## config.mk

```make
export PLATFORM = sky130hd
export DESIGN_NAME = mips_alu_unit
export DESIGN_NICKNAME = d
export VERILOG_FILES = /design/src/rtl/mips_alu_unit.sv
export SDC_FILE = /design/constraint.sdc
export NUM_CORES = 1
export LEC_CHECK = 0
export CELL_PAD_IN_SITES_DETAIL_PLACEMENT = 1
export CELL_PAD_IN_SITES_GLOBAL_PLACEMENT = 1
export CORE_MARGIN = 3
export CORE_UTILIZATION = 43
export DETAILED_ROUTE_END_ITERATION = 10
export PLACE_DENSITY_LB_ADDON = 0.12
export SETUP_SLACK_MARGIN = 0.15
export SLEW_MARGIN = 15
export SYNTH_ARGS = -nofsm -noshare
export SYNTH_HDL_FRONTEND = slang
export SYNTH_SLANG_ARGS = --single-unit
```

## constraint.sdc

```tcl
create_clock -name vclk -period 4.61
set_clock_uncertainty 0.2 [all_clocks]
set_input_delay 0.461 -clock vclk [all_inputs]
set_output_delay 0.461 -clock vclk [all_outputs]
set_load 0.02 [all_outputs]
```

## src/rtl/mips_alu_unit.sv

```systemverilog
// mips_alu_unit -- 32-bit MIPS-I ALU with HI/LO register pair.
//
// Ports:
//   clk         in   1   clock; HI/LO update on rising edge
//   rst         in   1   asynchronous active-high reset; clears HI/LO
//   ALUControl  in   5   operation select
//   alu_src_1   in  32   operand A (rs, or zero-extended shamt)
//   alu_src_2   in  32   operand B (rt, or sign-extended immediate)
//   alu_result  out 32   combinational result
//   branch      out  1   combinational branch condition
//
// Build option: define MIPS_ALU_MULDIV_EN to implement MULT/MULTU/DIV/DIVU,
// MTHI/MTLO, MFHI/MFLO and the HI/LO registers. Without it those codes act
// as reserved and clk/rst are unused.
module mips_alu_unit (
    input  logic        clk,
    input  logic        rst,
    input  logic [4:0]  ALUControl,
    input  logic [31:0] alu_src_1,
    input  logic [31:0] alu_src_2,
    output logic [31:0] alu_result,
    output logic        branch
);

    typedef enum logic [4:0] {
        OP_ADDU  = 5'd0,  OP_SUBU  = 5'd1,  OP_AND   = 5'd2,  OP_OR    = 5'd3,
        OP_XOR   = 5'd4,  OP_SLT   = 5'd5,  OP_SLTU  = 5'd6,  OP_SLL   = 5'd7,
        OP_SRL   = 5'd8,  OP_SRA   = 5'd9,  OP_SLLV  = 5'd10, OP_SRLV  = 5'd11,
        OP_SRAV  = 5'd12, OP_LUI   = 5'd13, OP_MULT  = 5'd14, OP_MULTU = 5'd15,
        OP_DIV   = 5'd16, OP_DIVU  = 5'd17, OP_MTHI  = 5'd18, OP_MTLO  = 5'd19,
        OP_MFHI  = 5'd20, OP_MFLO  = 5'd21, OP_BEQ   = 5'd22, OP_BNE   = 5'd23,
        OP_BGTZ  = 5'd24, OP_BLEZ  = 5'd25, OP_BLTZ  = 5'd26, OP_BGEZ  = 5'd27
    } alu_op_t;

    alu_op_t     op;
    logic [4:0]  shamt;
    logic [31:0] a;
    logic [31:0] b;

    assign op    = alu_op_t'(ALUControl);
    assign a     = alu_src_1;
    assign b     = alu_src_2;
    assign shamt = a[4:0];

`ifdef MIPS_ALU_MULDIV_EN
    logic [31:0] hi;
    logic [31:0] lo;
    logic [63:0] mul_s;
    logic [63:0] mul_u;
    logic [31:0] divisor;
    logic        div_ovf;
    logic [31:0] quo_s;
    logic [31:0] rem_s;
    logic [31:0] quo_u;
    logic [31:0] rem_u;

    // Sign/zero-extend to 64 bits so the low 64 product bits are exact.
    assign mul_s = $signed({{32{a[31]}}, a}) * $signed({{32{b[31]}}, b});
    assign mul_u = {32'd0, a} * {32'd0, b};

    // Divide-by-zero never writes, so a safe divisor only avoids X results.
    assign divisor = (b == '0) ? 32'd1 : b;
    // The single signed quotient that does not fit in 32 bits.
    assign div_ovf = (a == 32'h8000_0000) && (b == '1);
    assign quo_s   = div_ovf ? 32'h8000_0000 : 32'($signed(a) / $signed(divisor));
    assign rem_s   = div_ovf ? '0            : 32'($signed(a) % $signed(divisor));
    assign quo_u   = a / divisor;
    assign rem_u   = a % divisor;

    always_ff @(posedge clk or posedge rst) begin
        if (rst) begin
            hi <= '0;
            lo <= '0;
        end else begin
            case (op)
                OP_MULT:  {hi, lo} <= mul_s;
                OP_MULTU: {hi, lo} <= mul_u;
                OP_DIV: begin
                    if (b != '0) begin
                        lo <= quo_s;
                        hi <= rem_s;
                    end
                end
                OP_DIVU: begin
                    if (b != '0) begin
                        lo <= quo_u;
                        hi <= rem_u;
                    end
                end
                OP_MTHI:  hi <= a;
                OP_MTLO:  lo <= a;
                default:  ;
            endcase
        end
    end
`else
    logic unused_clk_rst;
    assign unused_clk_rst = clk ^ rst;
`endif

    always_comb begin
        alu_result = '0;
        branch     = 1'b0;
        case (op)
            OP_ADDU: alu_result = a + b;
            OP_SUBU: alu_result = a - b;
            OP_AND:  alu_result = a & b;
            OP_OR:   alu_result = a | b;
            OP_XOR:  alu_result = a ^ b;
            OP_SLT:  alu_result = {31'd0, $signed(a) < $signed(b)};
            OP_SLTU: alu_result = {31'd0, a < b};
            OP_SLL, OP_SLLV: alu_result = b << shamt;
            OP_SRL, OP_SRLV: alu_result = b >> shamt;
            OP_SRA, OP_SRAV: alu_result = $signed(b) >>> shamt;
            OP_LUI:  alu_result = {b[15:0], 16'h0000};
`ifdef MIPS_ALU_MULDIV_EN
            OP_MFHI: alu_result = hi;
            OP_MFLO: alu_result = lo;
`endif
            OP_BEQ:  branch = (a == b);
            OP_BNE:  branch = (a != b);
            OP_BGTZ: branch = !a[31] && (a != '0);
            OP_BLEZ: branch = a[31] || (a == '0);
            OP_BLTZ: branch = a[31];
            OP_BGEZ: branch = !a[31];
            default: ;
        endcase
    end

endmodule

```

# After elaboration in Yosys (flattened, before gate mapping)
# Cells that the tools add are included.
[classes]
add_sub_neg = 2
n_mul = 0
div_mod_pow = 0
order_cmp = 2
eq_ne = 21
shifts = 3
mux = 2
n_bitwise = 3
n_reduce_logical = 9
[op_table]
columns = ["operator", "count"]
rows = [
  ["32-bit one-hot mux with 11 select lines", 1],
  ["32-bit less-than comparator", 2],
  ["32-bit adder", 1],
  ["32-bit bitwise AND", 1],
  ["32-bit equality test", 1],
  ["32-bit zero test", 1],
  ["32-bit != test", 1],
  ["32-bit OR", 1],
  ["32-bit nonzero test", 1],
  ["32-bit by 5-bit left shift with 32-bit output", 1],
  ["32-bit by 5-bit >> shifter with 32-bit output", 1],
  ["32-bit by 5-bit >>> shifter with 32-bit output", 1],
  ["32-bit subtractor", 1],
  ["32-bit XOR", 1],
  ["5-bit by 4-bit equality test with 1-bit output, second input constant", 6],
  ["5-bit equality test, second input constant", 6],
  ["5-bit by 3-bit equality test with 1-bit output, second input constant", 4],
  ["5-bit by 2-bit equality test with 1-bit output, second input constant", 2],
  ["1-bit one-hot mux with 6 select lines", 1],
  ["2-bit OR reduction", 3],
  ["5-bit by 1-bit equality test with 1-bit output, second input constant", 1],
  ["5-bit zero test", 1],
  ["1-bit logical AND", 1],
  ["1-bit zero test", 1],
  ["1-bit logical OR", 1],
]
[word_totals]
ff_bits = 0
latchBits = 0
ramBits = 0
mem_bits_ro = 0
in_bits = 71
out_inout_bits = 33
elab_cells = 42
n_memories = 0

# Depth between registers and ports, before layout
[depth]
ltp_word = 3
depth_mapped = 15
ltp_nobuf = 12

# Least setup slack after synthesis
# OpenSTA, ideal clock, no wires.
[synth_path]
path_kind = "in2out"
from = "input alu_src_1[0]"
to = "output alu_result[30]"
arrival_ns = 3.712
slack_ns = 0.237
cell_stages = 15
path_buffers = 3
path_cell_list = "buf_2 buf_2 inv_2 buf_2 ha_1 fa_1 o21ba_2 nor4_1 and3b_1 o21a_1 o21ai_1 o21ai_1 o311ai_1 xor2_1 o21ai_1"
[synth_via]
elab_chain_len = 2
elab_cells_between_ends = 6
classes_between = "add/sub: 2; shift: 3; mux: 1"
[synth_lines]
columns = ["item", "line", "text"]
rows = [
  ["from (decl)", "19", "input logic [31:0] alu_src_1,"],
  ["32-bit subtractor, or another cell as far along", "106", "OP_SUBU: alu_result = a - b;"],
  ["32-bit one-hot mux with 11 select lines (*)", "104", "case (op)"],
  ["to (decl)", "21", "output logic [31:0] alu_result,"],
]
# Every way passes the cells marked *; elsewhere a longest branch is shown, timed or not.

# Final worst setup path
[layout_path]
from = "input alu_src_2[3]"
to = "output alu_result[31]"
[layout_via]
elab_chain_len = 2
elab_cells_between_ends = 6
classes_between = "add/sub: 2; shift: 3; mux: 1"
[layout_lines]
columns = ["item", "line", "text"]
rows = [
  ["from (decl)", "20", "input logic [31:0] alu_src_2,"],
  ["32-bit subtractor, or another cell as far along", "106", ""],
  ["32-bit one-hot mux with 11 select lines (*)", "104", ""],
]
# Marked as above.

==> results.sh <==
export IMPL_hold_class="input pin to primary output"
export IMPL_port_buffers=102
export IMPL_fin_setup_tns_ps=0
export IMPL_power_density_nw_per_um2=137
export IMPL_hold_slack_ps=1460
export IMPL_synth_compound_area_frac=0.383
export IMPL_synth_seq_area_share=0
export IMPL_synth_fa_ha_area_frac=0.143
export IMPL_min_period_over_period=0.983
export IMPL_mostFrequentLayoutCell="buf_4"
export IMPL_synth_simple_area_share=0.219
export IMPL_worst_path_max_fanout=6
export IMPL_timing_final_crit_period_ps=4530
export IMPL_track_usage=0.472
export IMPL_p_leak_nw=5.47
export IMPL_seq_cell_count=0
export IMPL_final_nets=1768
export IMPL_grt_max_degree=78
export IMPL_synth_avg_cell_area_um2=6.56
export IMPL_finalHoldViolations=0
export IMPL_tightest_slew_ps=864
export IMPL_final_cell_mix="274 x buf_4, 144 x nor2_1, 119 x o21ai_0, 109 x nand2_1, 109 x a21oi_1"
export IMPL_clkbuf_count=0
export IMPL_via_per_inst=7.05
export IMPL_dieHeight_um=148
export IMPL_area_delta_synth_final_pct=36.9
export IMPL_grt_pass1_vias=12641
export IMPL_crit_path_end_kind="primary output"
export IMPL_dieArea_um2=22000
export IMPL_status="completed"
export IMPL_critical_path_class="input pin to primary output"
export IMPL_nFillCells=2620
export IMPL_syn_nets=1496
export IMPL_place_gp_congestion=1.06
export IMPL_io_pins=104
export IMPL_finalSetupViolCount=0
export IMPL_synth_mux_area_frac=0.134
export IMPL_fin_cells=1862
export IMPL_synth_top_family_by_area="compound AO/OA/AOI/OAI gates"
export IMPL_vdd_drop_max_mv=0.0757
export IMPL_dp_hpwl_um=43800
export IMPL_drt_total_wl_um=56300
export IMPL_cap_violations=0
export IMPL_grt_pass1_wl_um=79800
export IMPL_diodes=0
export IMPL_drive_gt1_frac=0.252
export IMPL_worst_slew_margin_rel=0.418
export IMPL_drtPass1Iterations=6
export IMPL_drtIter0Drc=1617
export IMPL_grt_antenna_before_repair=1
export IMPL_syn_inst=1327
export IMPL_startpoint_type="input pin"
export IMPL_vias=13127
export IMPL_synthDistinctLibCells=93
export IMPL_drc=0
export IMPL_cp_data_arrival_time_ps=3870
export IMPL_core_um2=19700
export IMPL_maxSlewViolCount=0
export IMPL_ant_nets=0
export IMPL_overflow=0
export IMPL_place_inst=1857
export IMPL_grt_setup_unrepaired="true"
export IMPL_rows=51
export IMPL_required_ps=3950
export IMPL_cts_hold_buf=0
export IMPL_wl_per_cell_um=30.3
export IMPL_max_freq_mhz=221
export IMPL_initial_utilization=0.443
export IMPL_yosysWarnings=0
export IMPL_seq_area_um2=0
export IMPL_synth_xor_area_share=0.0262
export IMPL_synth_area_um2=8700
export IMPL_utilization=0.606
export IMPL_die_w_um=148
## final timing paths
check,cells after the start,slack [ps],endpoint,start
min,5,1460,alu_result[23],alu_src_1[4]
max,16,80,alu_result[31],alu_src_2[3]
## worst max-delay path: stages
cell             delay (ps)
clkdlybuf4s50_1         550
inv_1                   100
ha_2                    420
nor4_2                   50
buf_4                   160
o31ai_4                  90
nand4_4                 180
a2111oi_4               380
buf_4                   190
o41ai_2                  70
buf_4                   160
a21bo_1                 220
a211o_1                 330
o21ai_2                 140
a2bb2oi_2               210
buf_6                   150
## logic make-up after synthesis
kind of cell,count (synthesis)
xor gates and xnor gates,26
muxes,92
AOI/OAI and AO/OA,503
and+or+nand+nor,405
adders and majority gates,98
buffers and inverters,203
## layer usage
| layer | track usage | share of wire | vias up |
|---|---|---|---|
| li1 | - | - | 5446 |
| met1 | 0.608 | 0.37 | 6256 |
| met2 | 0.728 | 0.42 | 1080 |
| met3 | 0.105 | 0.13 | 343 |
| met4 | 0.267 | 0.091 | 2 |
| met5 | 0 | 0.00028 | - |
## layout make-up
| class | count | area (um2) | area share |
|---|---|---|---|
| Inverter | 100 | 375 | 0.0315 |
| Timing Repair Buffer | 373 | 3020 | 0.254 |
| Tap cell | 265 | 332 | 0.0278 |
| Multi-Input combinational cell | 1124 | 8180 | 0.687 |
## through the flow
step | worst slack, ps | cell area (um2) | total power, mW
after floorplan | 237 | 8700 | 0.784
after global placement | -536 | 11600 | 1.44
after detailed placement | -684 | 11600 | 1.49
after CTS | 154 | 11700 | 1.51
after global routing | 1.69 | 11900 | 1.69
final | 78.6 | 11900 | 1.63
## power by group
group          total, mW  leakage [nW]  switching [mW]  internal (mW)
Sequential             0             0               0              0
Clock                  0             0               0              0
Combinational       1.63          5.47           0.984          0.649
## cell usage after synthesis (18+ instances only)
library cell	count	share of area
a211oi_1	24	0.021
a21oi_1	117	0.067
a22oi_1	23	0.020
buf_2	30	0.017
clkbuf_1	57	0.025
ha_1	96	0.14
inv_1	97	0.042
mux2i_1	58	0.067
mux4_2	18	0.047
nand2_1	109	0.047
nand3_1	22	0.013
nor2_1	144	0.062
nor3_1	30	0.017
nor4_1	24	0.017
o211ai_1	21	0.018
o21ai_0	128	0.074
xnor2_1	19	0.019
## timing repair
action,CTS,global route
endpoints found under the setup margin,25,27
gates resized for setup,80,67
hold endpoints to repair,0,0
pin swaps,6,9
setup buffers,0,5
Power figures use the tool's default switching activity.
